===== src/rtl/vram_arbiter.sv =====
// Video RAM arbiter: shares the single-port VRAM between the CRTC fetch stream
// (fixed priority) and the Z80 bus, with a wait counter that guarantees the CPU a slot.
module vram_arbiter #(
  parameter int AW       = 11,
  parameter int DW       = 8,
  parameter int MAX_WAIT = 6
) (
  input  logic          clock,
  input  logic          reset,
  // CRTC side
  input  logic          crtc_req,
  input  logic [AW-1:0] crtc_addr,
  output logic [DW-1:0] crtc_data,
  output logic          crtc_valid,
  output logic          crtc_miss,
  // CPU side
  input  logic          cpu_req,
  input  logic          cpu_we,
  input  logic [AW-1:0] cpu_addr,
  input  logic [DW-1:0] cpu_din,
  output logic [DW-1:0] cpu_dout,
  output logic          cpu_ack,
  output logic          cpu_wait,
  // RAM side
  output logic [AW-1:0] ram_addr,
  output logic          ram_we,
  output logic [DW-1:0] ram_din,
  input  logic [DW-1:0] ram_dout,
  // FSM state for observation
  output logic [1:0]    fsm_state
);

  // Handshakes: crtc_req is a one-cycle strobe; crtc_valid/crtc_miss/cpu_ack are
  // one-cycle pulses; cpu_req is a level held until (and through) the cpu_ack cycle.

  localparam int WCW = $clog2(MAX_WAIT + 1);
  localparam logic [WCW-1:0] WAIT_MAX = WCW'(MAX_WAIT);

  typedef enum logic [1:0] {
    IDLE = 2'd0,
    ACC  = 2'd1,
    DATA = 2'd2
  } state_t;

  state_t          state;
  state_t          state_nx;
  logic            crtc_pend;
  logic [AW-1:0]   pend_addr;
  logic            owner_cpu;
  logic            owner_we;
  logic [WCW-1:0]  wait_cnt;

  logic            decide;
  logic            cpu_busy;
  logic            cpu_live;
  logic            creq;
  logic            cpu_urgent;
  logic            grant_cpu;
  logic            grant_crtc;
  logic [AW-1:0]   crtc_gaddr;

  // State register
  always_ff @(posedge clock) begin
    if (reset) state <= IDLE;
    else       state <= state_nx;
  end

  // Grant decode. The CPU request that owns the current access (or is being
  // acked this cycle) must not be granted a second time.
  always_comb begin
    decide     = (state != ACC);
    cpu_busy   = owner_cpu && (state == ACC || state == DATA);
    cpu_live   = cpu_req && !cpu_ack && !cpu_busy;
    creq       = crtc_pend || crtc_req;
    cpu_urgent = cpu_live && (wait_cnt >= WAIT_MAX);
    grant_cpu  = decide && cpu_live && (cpu_urgent || !creq);
    grant_crtc = decide && creq && !cpu_urgent;
    crtc_gaddr = crtc_pend ? pend_addr : crtc_addr;
  end

  // Next-state logic
  always_comb begin
    state_nx = state;
    case (state)
      IDLE, DATA: state_nx = (grant_cpu || grant_crtc) ? ACC : IDLE;
      ACC:        state_nx = DATA;
      default:    state_nx = IDLE;
    endcase
  end

  // Output decode
  always_comb begin
    cpu_wait  = cpu_req && !cpu_ack;
    fsm_state = state;
  end

  // RAM request registers and access ownership
  always_ff @(posedge clock) begin
    if (reset) begin
      ram_addr  <= '0;
      ram_we    <= 1'b0;
      ram_din   <= '0;
      owner_cpu <= 1'b0;
      owner_we  <= 1'b0;
    end else begin
      ram_we <= grant_cpu && cpu_we;
      if (grant_cpu) begin
        ram_addr  <= cpu_addr;
        ram_din   <= cpu_din;
        owner_cpu <= 1'b1;
        owner_we  <= cpu_we;
      end else if (grant_crtc) begin
        ram_addr  <= crtc_gaddr;
        ram_din   <= cpu_din;
        owner_cpu <= 1'b0;
        owner_we  <= 1'b0;
      end
    end
  end

  // Read-data capture in DATA and completion pulses
  always_ff @(posedge clock) begin
    if (reset) begin
      crtc_data  <= '0;
      crtc_valid <= 1'b0;
      cpu_dout   <= '0;
      cpu_ack    <= 1'b0;
    end else begin
      crtc_valid <= (state == DATA) && !owner_cpu;
      cpu_ack    <= (state == DATA) && owner_cpu;
      if (state == DATA && !owner_cpu)
        crtc_data <= ram_dout;
      if (state == DATA && owner_cpu && !owner_we)
        cpu_dout <= ram_dout;
    end
  end

  // CRTC pending latch. When the pending fetch is granted in the same cycle a
  // new strobe arrives, the new strobe becomes the pending one (nothing is lost).
  always_ff @(posedge clock) begin
    if (reset) begin
      crtc_pend <= 1'b0;
      pend_addr <= '0;
      crtc_miss <= 1'b0;
    end else begin
      crtc_miss <= crtc_req && crtc_pend && !grant_crtc;
      if (crtc_req && (crtc_pend || !grant_crtc)) begin
        crtc_pend <= 1'b1;
        pend_addr <= crtc_addr;
      end else if (grant_crtc) begin
        crtc_pend <= 1'b0;
      end
    end
  end

  // CPU starvation counter
  always_ff @(posedge clock) begin
    if (reset) begin
      wait_cnt <= '0;
    end else if (grant_cpu || !cpu_req) begin
      wait_cnt <= '0;
    end else if (cpu_live && wait_cnt < WAIT_MAX) begin
      wait_cnt <= wait_cnt + 1'b1;
    end
  end

endmodule


===== config.mk =====
export PLATFORM = sky130hd
export DESIGN_NAME = vram_arbiter
export DESIGN_NICKNAME = d
export VERILOG_FILES = /design/src/rtl/vram_arbiter.sv
export SDC_FILE = /design/constraint.sdc
export NUM_CORES = 1
export LEC_CHECK = 0
export ABC_AREA = 1
export CORE_UTILIZATION = 50
export DETAILED_ROUTE_END_ITERATION = 7
export DONT_BUFFER_PORTS = 1
export SYNTH_ARGS = -nofsm -noshare
export SYNTH_HDL_FRONTEND = slang
export SYNTH_SLANG_ARGS = --single-unit
export TNS_END_PERCENT = 10

===== constraint.sdc =====
create_clock -name clock -period 1.6 [get_ports clock]
set_input_delay 0.16 -clock clock [delete_from_list [all_inputs] [get_ports clock]]
set_output_delay 0.16 -clock clock [all_outputs]
set_load 0.01 [all_outputs]

-- Word level (Yosys, flattened, before mapping)
Index checks and enable logic that the tools add are counted.
- flip-flop bits (word level): 58
- logic and storage cells: 66
- $add $sub $neg: 1
- order comparisons: 2
- eq/ne operators: 3
- mux-type cells: 11
- reductions and logical operators: 35
- operators with widths (operator ; count):
    11-bit 2-to-1 mux ; 3
    1-bit logical AND ; 16
    8-bit 2-to-1 mux ; 2
    1-bit zero test ; 8
    1-bit logical OR ; 6
    1-bit 2-to-1 mux ; 5
    2-bit case mux with 2 select lines ; 1
    2-bit nonzero test ; 2
    2-bit OR reduction ; 2
    3-bit by 1-bit adder with 3-bit output (second input constant) ; 1
    3-bit greater-or-equal comparator (second input constant) ; 1
    3-bit < comparator (second input constant) ; 1
    2-bit by 1-bit equality test with 1-bit output (second input constant) ; 1
    2-bit equality test (second input constant) ; 1
    2-bit zero test ; 1
    2-bit by 1-bit inequality test with 1-bit output (second input constant) ; 1

-- Logic depth before layout (Yosys ltp)
- depth in word-level cells: 12
- depth in mapped cells: 11
- gate-level depth less buffers: 10

-- Least setup slack after synthesis
No wires, ideal clock.
- kind: register to register
- start point: reg state[0], in the netlist fsm_state[0]
- end point: reg ram_addr[10]
- library setup time: 109 ps
- data arrival time: 1461 ps
- required time: 1491 ps
- setup slack: 30 ps
- stages on the path, launching flop included: 12
- cell sequence: dfxtp_1 -> inv_1 -> ha_1 -> nand2_2 -> nand3_2 -> inv_2 -> nand2_2 -> buf_6 -> nand2_1 -> nand3_1 -> nand2_1 -> inv_1
- cells in the longest elaborated chain, start to end: 9
- ends and longest elaborated chain (element ; line ; source):
    start: declaration ; 45 ; state_t state;
    start signal: assignment ; 65 ; else state <= state_nx;
    2-bit by 1-bit equality test with 1-bit output / 2-bit equality test (equally long branches) ; 72 ; cpu_busy = owner_cpu && (state == ACC || state == DATA);
    1-bit logical OR ; 72 ;
    1-bit logical AND ; 72 ;
    1-bit zero test ; 73 ; cpu_live = cpu_req && !cpu_ack && !cpu_busy;
    1-bit logical AND ; 73 ;
    1-bit logical AND ; 75 ; cpu_urgent = cpu_live && (wait_cnt >= WAIT_MAX);
    1-bit logical OR / 1-bit zero test (equally long branches) ; 76, 77 ;
    1-bit logical AND (on tied branches) ; 76, 77 ;
    11-bit 2-to-1 mux / 2-bit nonzero test (equally long branches) ; - ;
    end signal: assignment ; 108 ; ram_addr <= cpu_addr;
    end signal: assignment ; 113 ; ram_addr <= crtc_gaddr;
    end: declaration ; 25 ; output logic [AW-1:0] ram_addr,
Several ways; a longest one is shown, not always the timed one.
A chain may end at the register's enable or synchronous reset.

-- Final worst setup path
- start point: reg state[1], in the netlist fsm_state[1]
- end point: reg ram_addr[0]
The elaborated chain is that of the path after synthesis.

==> flow_results.org <==
** Logic synthesis
- Post-synthesis simple-gate area fraction :: a little under 30%
- The synthesized design contains 58 register bits.
- Count of unique library cells instantiated by Yosys :: 26
- Summing the areas of all compound-gate instances in the mapped netlist gives 7.754% of the synthesized area.
- After synthesis, the largest family of logic cells by area is simple AND/OR/NAND/NOR gates.
- Sequential element share of the synthesized area :: a little over two fifths
- The portion of synthesized area spent on multiplexers is roughly 4.7%.
- Summed instance area of the synthesized netlist :: ~0.0026 mm2
- Summing the areas of all fa, ha and maj instances in the mapped netlist gives 2.364% of the synthesized area.
- Summing the areas of all xor and xnor instances in the mapped netlist gives less than 1% of the synthesized area.
- Net count after synthesis :: 401
- The Yosys step of the flow raised 0 warnings.
- Count of mapped cells out of synthesis :: about 350
- Dividing the synthesized area by the synthesized cell count gives ~7.5 um2.

** Floorplan
- Measured along the x axis, the die boundary spans about 75 um.
- Initial core utilization :: 51.81%
- From bottom edge to top edge, the die measures 74.75 um.
- Pin placement for this block handled 85 I/O pins.
- Die Footprint :: between 0.005 and 0.006 mm2
- After floorplanning, the core was divided into 26 placement rows.
- The region available for standard cell placement spans around 0.0051 mm2.

** Timing
- Number of hold-slack violations in the final timing report :: 22
- Maximum clock frequency :: 0.6727 GHz
- Number of setup violations in the final report :: 0
- Crit path time final :: 1.487 ns
- Slew @ Worst Pin :: about 0.46 ns
- Setup repair after global routing could not meet its margin everywhere.
- Number of max-slew violations in the final report :: 0
- Summed over all failing endpoints, the final setup total negative slack is 0 ns.
- Final worst clock skew :: 0.007967 ns
- Worst hold slack after final layout :: -0.1193 ns
- Final cycle utilization of the critical path :: between 90 and 100%
- The worst pin sits at a relative slew slack of 69.54%.

** Critical path
- Worst-case reg-to-reg path depth :: 10
- Arrival time at the worst endpoint :: 1.73 ns
- Along the worst path, the maximum fanout reaches 12.
- Largest stage delay, worst path :: around 0.32 ns
- Worst reg2reg setup slack :: 0.11 ns
- Crit Path Class :: reg2reg
- The signal on the critical path passes through inv_1 > ha_4 > nand2_4 > nand3_4 > buf_4 > nand3_1 > nand2_1 > inv_1 > nand2_1 > inv_1.
- STA classifies the critical path endpoint as a register.
- The startpoint identified for the worst register-to-register timing path is fsm_state[1]$_SDFF_PP0_.
- On the critical path, the stage with the largest delay is an instance of sky130_fd_sc_hd__dfxtp_2.
- Worst endpoint required time :: between 1.5 and 2 ns
- In this design, the critical path's most frequently occurring cell is sky130_fd_sc_hd__inv_1.
- The endpoint identified for the worst register-to-register timing path is ram_addr[0]$_SDFFE_PP0P_.
- The worst setup path is launched from a register.

** Run
- MaxCap Viol Count :: 0

** Global route
- Global-route wire length before repair :: around 9400 um
- Via count of the first global-routing pass :: ~2100
- Global routing consumed, over all layers together, 23.08% of the routing resources.
- Antenna violations before repair :: 0
- Total grt overflow :: 0
- Maximum number of pins on one net before global-route repair :: 30

** Min path
- In this run the most critical hold path is launched from reset.
- Worst hold path stage count :: 1
- Class of the most critical hold timing path :: in2reg
- Hold endpoint :: fsm_state[0]$_SDFF_PP0_

** Route
- Final ANT Viol Nets :: 0
- Routed length per placed instance :: approximately 14 um
- Detailed Route Iter0 Violations :: ~140
- Total iterations of the first detailed-routing run :: 4
- Routed wire length :: slightly above 6000 um
- DRC viols :: 0
- Average via count per standard cell :: 5.022
- The final route contains approximately 2300 vias.

** Clock tree
- Reg clk slew, reported paths :: roughly 0.060 ns
- Cts hold-fix bufs :: 13
- Max clock buf depth :: 2
- For the worst-skew pair, the clock arrives at the later sink with an insertion delay of about 0.34 ns.
- The clock tree synthesis step divided the H-tree into 3 levels.
- CTS tree :: yes
- Number of buffers added by the clock tree synthesis step :: 9
- The cell sitting at the root of the clock tree is a sky130_fd_sc_hd__clkbuf_8.
- For this design, the sink count on the clock tree is between 50 and 60.

** Placement
- Placer's final routability congestion estimate :: approximately 0.8
- The count of buffers added on input and output ports is 0.
- HPWL after detailed placement :: roughly 4000 um

** Power and ir drop
- Dividing total power by cell area gives a power density of about 1200 mW/mm2.
- IR analysis of the VDD net gives a maximum drop of 0.7643 mV.
- For this design the static power due to leakage is about 1.5 nW.
- Total power for the finished layout comes to 3.978 mW.

** Status
- The final reports fail on negative hold slack.
- Run status :: complete, but fails checks

** Finish
- Final net count :: between 400 and 500
- The repair_antennas step left the layout with diodes totalling 0.
- The post-route netlist has roughly 17% of its cells at a drive strength greater than 1.
- Area growth from synthesis to final layout :: 20.33%
[kinds of logic (layout without fill, tap and decap cells)]
group                    after synthesis  in the layout
AND/OR/NAND/NOR                      171            171
adder cells (fa/ha/maj)                5              5
AO/OA/AOI/OAI                         41             41
buffers and inverters                 66             95
multiplexers                          11             11
XOR/XNOR                               1              1
flip-flops                            58             58
[sequential cells by signal, summed over array words and instances (netlist names)]
signal	flops
cpu_dout	8
ram_we	1
pend_addr	11
crtc_data	8
owner_cpu	1
crtc_pend	1
wait_cnt	3
crtc_miss	1
fsm_state	2
owner_we	1
cpu_ack	1
ram_addr	11
crtc_valid	1
ram_din	8
[layout make-up]
cell class                 instances  area, um2
tap                               70      87.58
fill                             485       1923
sequential                        58       1164
clock buffer                      11      141.4
inverter                          47      176.4
clock inverter                     5      77.57
timing repair buffer              32      306.5
multi-input combinational        229       1231
[timing repair]
action                                  CTS  global route
endpoints found under the setup margin    4            36
cloned                                    0             1
hold endpoints to repair                 45            22
pin swaps                                 0             5
setup buffers                             0             1
resized for setup                         2            11
[cells in the mapped netlist]
cell type / number / area share (%)
sky130_fd_sc_hd__ha_1: 5 / 2.4
sky130_fd_sc_hd__mux2_2: 11 / 4.7
sky130_fd_sc_hd__o21ai_0: 17 / 3.2
sky130_fd_sc_hd__or2_2: 1 / 0.24
sky130_fd_sc_hd__o21ai_1: 1 / 0.19
sky130_fd_sc_hd__dfxtp_1: 58 / 44
sky130_fd_sc_hd__nand2_1: 63 / 8.9
sky130_fd_sc_hd__buf_2: 3 / 0.57
sky130_fd_sc_hd__buf_6: 3 / 1.3
sky130_fd_sc_hd__a21oi_1: 23 / 4.3
sky130_fd_sc_hd__nand3_1: 55 / 10
sky130_fd_sc_hd__nor3_1: 1 / 0.19
sky130_fd_sc_hd__buf_4: 6 / 1.7
sky130_fd_sc_hd__nand3_2: 3 / 1.1
sky130_fd_sc_hd__nand3_4: 1 / 0.66
sky130_fd_sc_hd__clkbuf_1: 7 / 0.99
sky130_fd_sc_hd__clkinv_1: 1 / 0.14
sky130_fd_sc_hd__inv_1: 44 / 6.2
sky130_fd_sc_hd__nor2_1: 38 / 5.4
sky130_fd_sc_hd__nand2_2: 5 / 1.2
sky130_fd_sc_hd__nand4_1: 1 / 0.24
sky130_fd_sc_hd__inv_2: 2 / 0.28
sky130_fd_sc_hd__xor2_1: 1 / 0.33
sky130_fd_sc_hd__nor2_4: 1 / 0.43
sky130_fd_sc_hd__nor2_8: 1 / 0.76
sky130_fd_sc_hd__nor2_2: 1 / 0.24
[per-layer routing]
layer / part of all wire, % / routed length (um) / global-route usage, %
met1: 42 / 2553 / 27.57
met2: 47 / 2910 / 36.54
met3: 9.0 / 552 / 8.701
met4: 2.0 / 121 / 11.32
met5: 0 / 0 / 0
[worst max-delay path by stage]
stage               cells past startpoint  slack (ns)                   endpoint                    start
finish                                 10        0.11   ram_addr[0]$_SDFFE_PP0P_  fsm_state[1]$_SDFF_PP0_
floorplan                              11        0.03  ram_addr[10]$_SDFFE_PP0P_  fsm_state[0]$_SDFF_PP0_
global route                            9       -0.02    fsm_state[0]$_SDFF_PP0_  fsm_state[1]$_SDFF_PP0_
CTS                                     8      -0.004    fsm_state[0]$_SDFF_PP0_  fsm_state[0]$_SDFF_PP0_
detailed placement                     10      -0.008   ram_addr[4]$_SDFFE_PP0P_  fsm_state[0]$_SDFF_PP0_
global placement                        9        0.04    fsm_state[0]$_SDFF_PP0_  fsm_state[0]$_SDFF_PP0_
[cell usage in the layout, fill, tap and decap left out, drive strengths merged, types with 2 or more instances in the layout]
cell | netlist | routed
inv | 46 | 46
buf | 12 | 19
dlygate4sd3 | 0 | 13
o21ai | 18 | 18
a21oi | 23 | 23
clkinv | 1 | 3
nand3 | 59 | 59
ha | 5 | 5
nor2 | 41 | 41
dfxtp | 58 | 58
mux2 | 11 | 11
bufinv | 0 | 2
nand2 | 68 | 68
clkbuf | 7 | 11
[critical path: cells and delay by family, from the launching register on]
family	cells	cell delay, ns
simple gates	5	0.43
buf+inv	4	0.35
fa+ha+maj	1	0.29
flops	1	0.32
[power breakdown]
part | switching (mW) | internal [mW]
clock | 0.581 | 0.913
combinational | 0.437 | 0.345
sequential | 0.124 | 1.58
[stage by stage]
stage / hold slack (ns) / area [um2] / setup slack (ns) / std cells / util (%)
2_1_floorplan: 0.2949 / 2646 / 0.03004 / 353 / -
3_5_place_dp: 0.2331 / 2766 / -0.007507 / 421 / 54.16
3_3_place_gp: 0.2314 / 2766 / 0.03742 / 421 / 54.16
6_report: -0.1193 / 3184 / 0.1135 / 452 / 62.35
4_1_cts: -0.1316 / 3126 / -0.003880 / 450 / 61.20
5_1_grt: -0.1359 / 3184 / -0.01575 / 452 / 62.35
No activity file was read; power rests on OpenSTA's default activity.
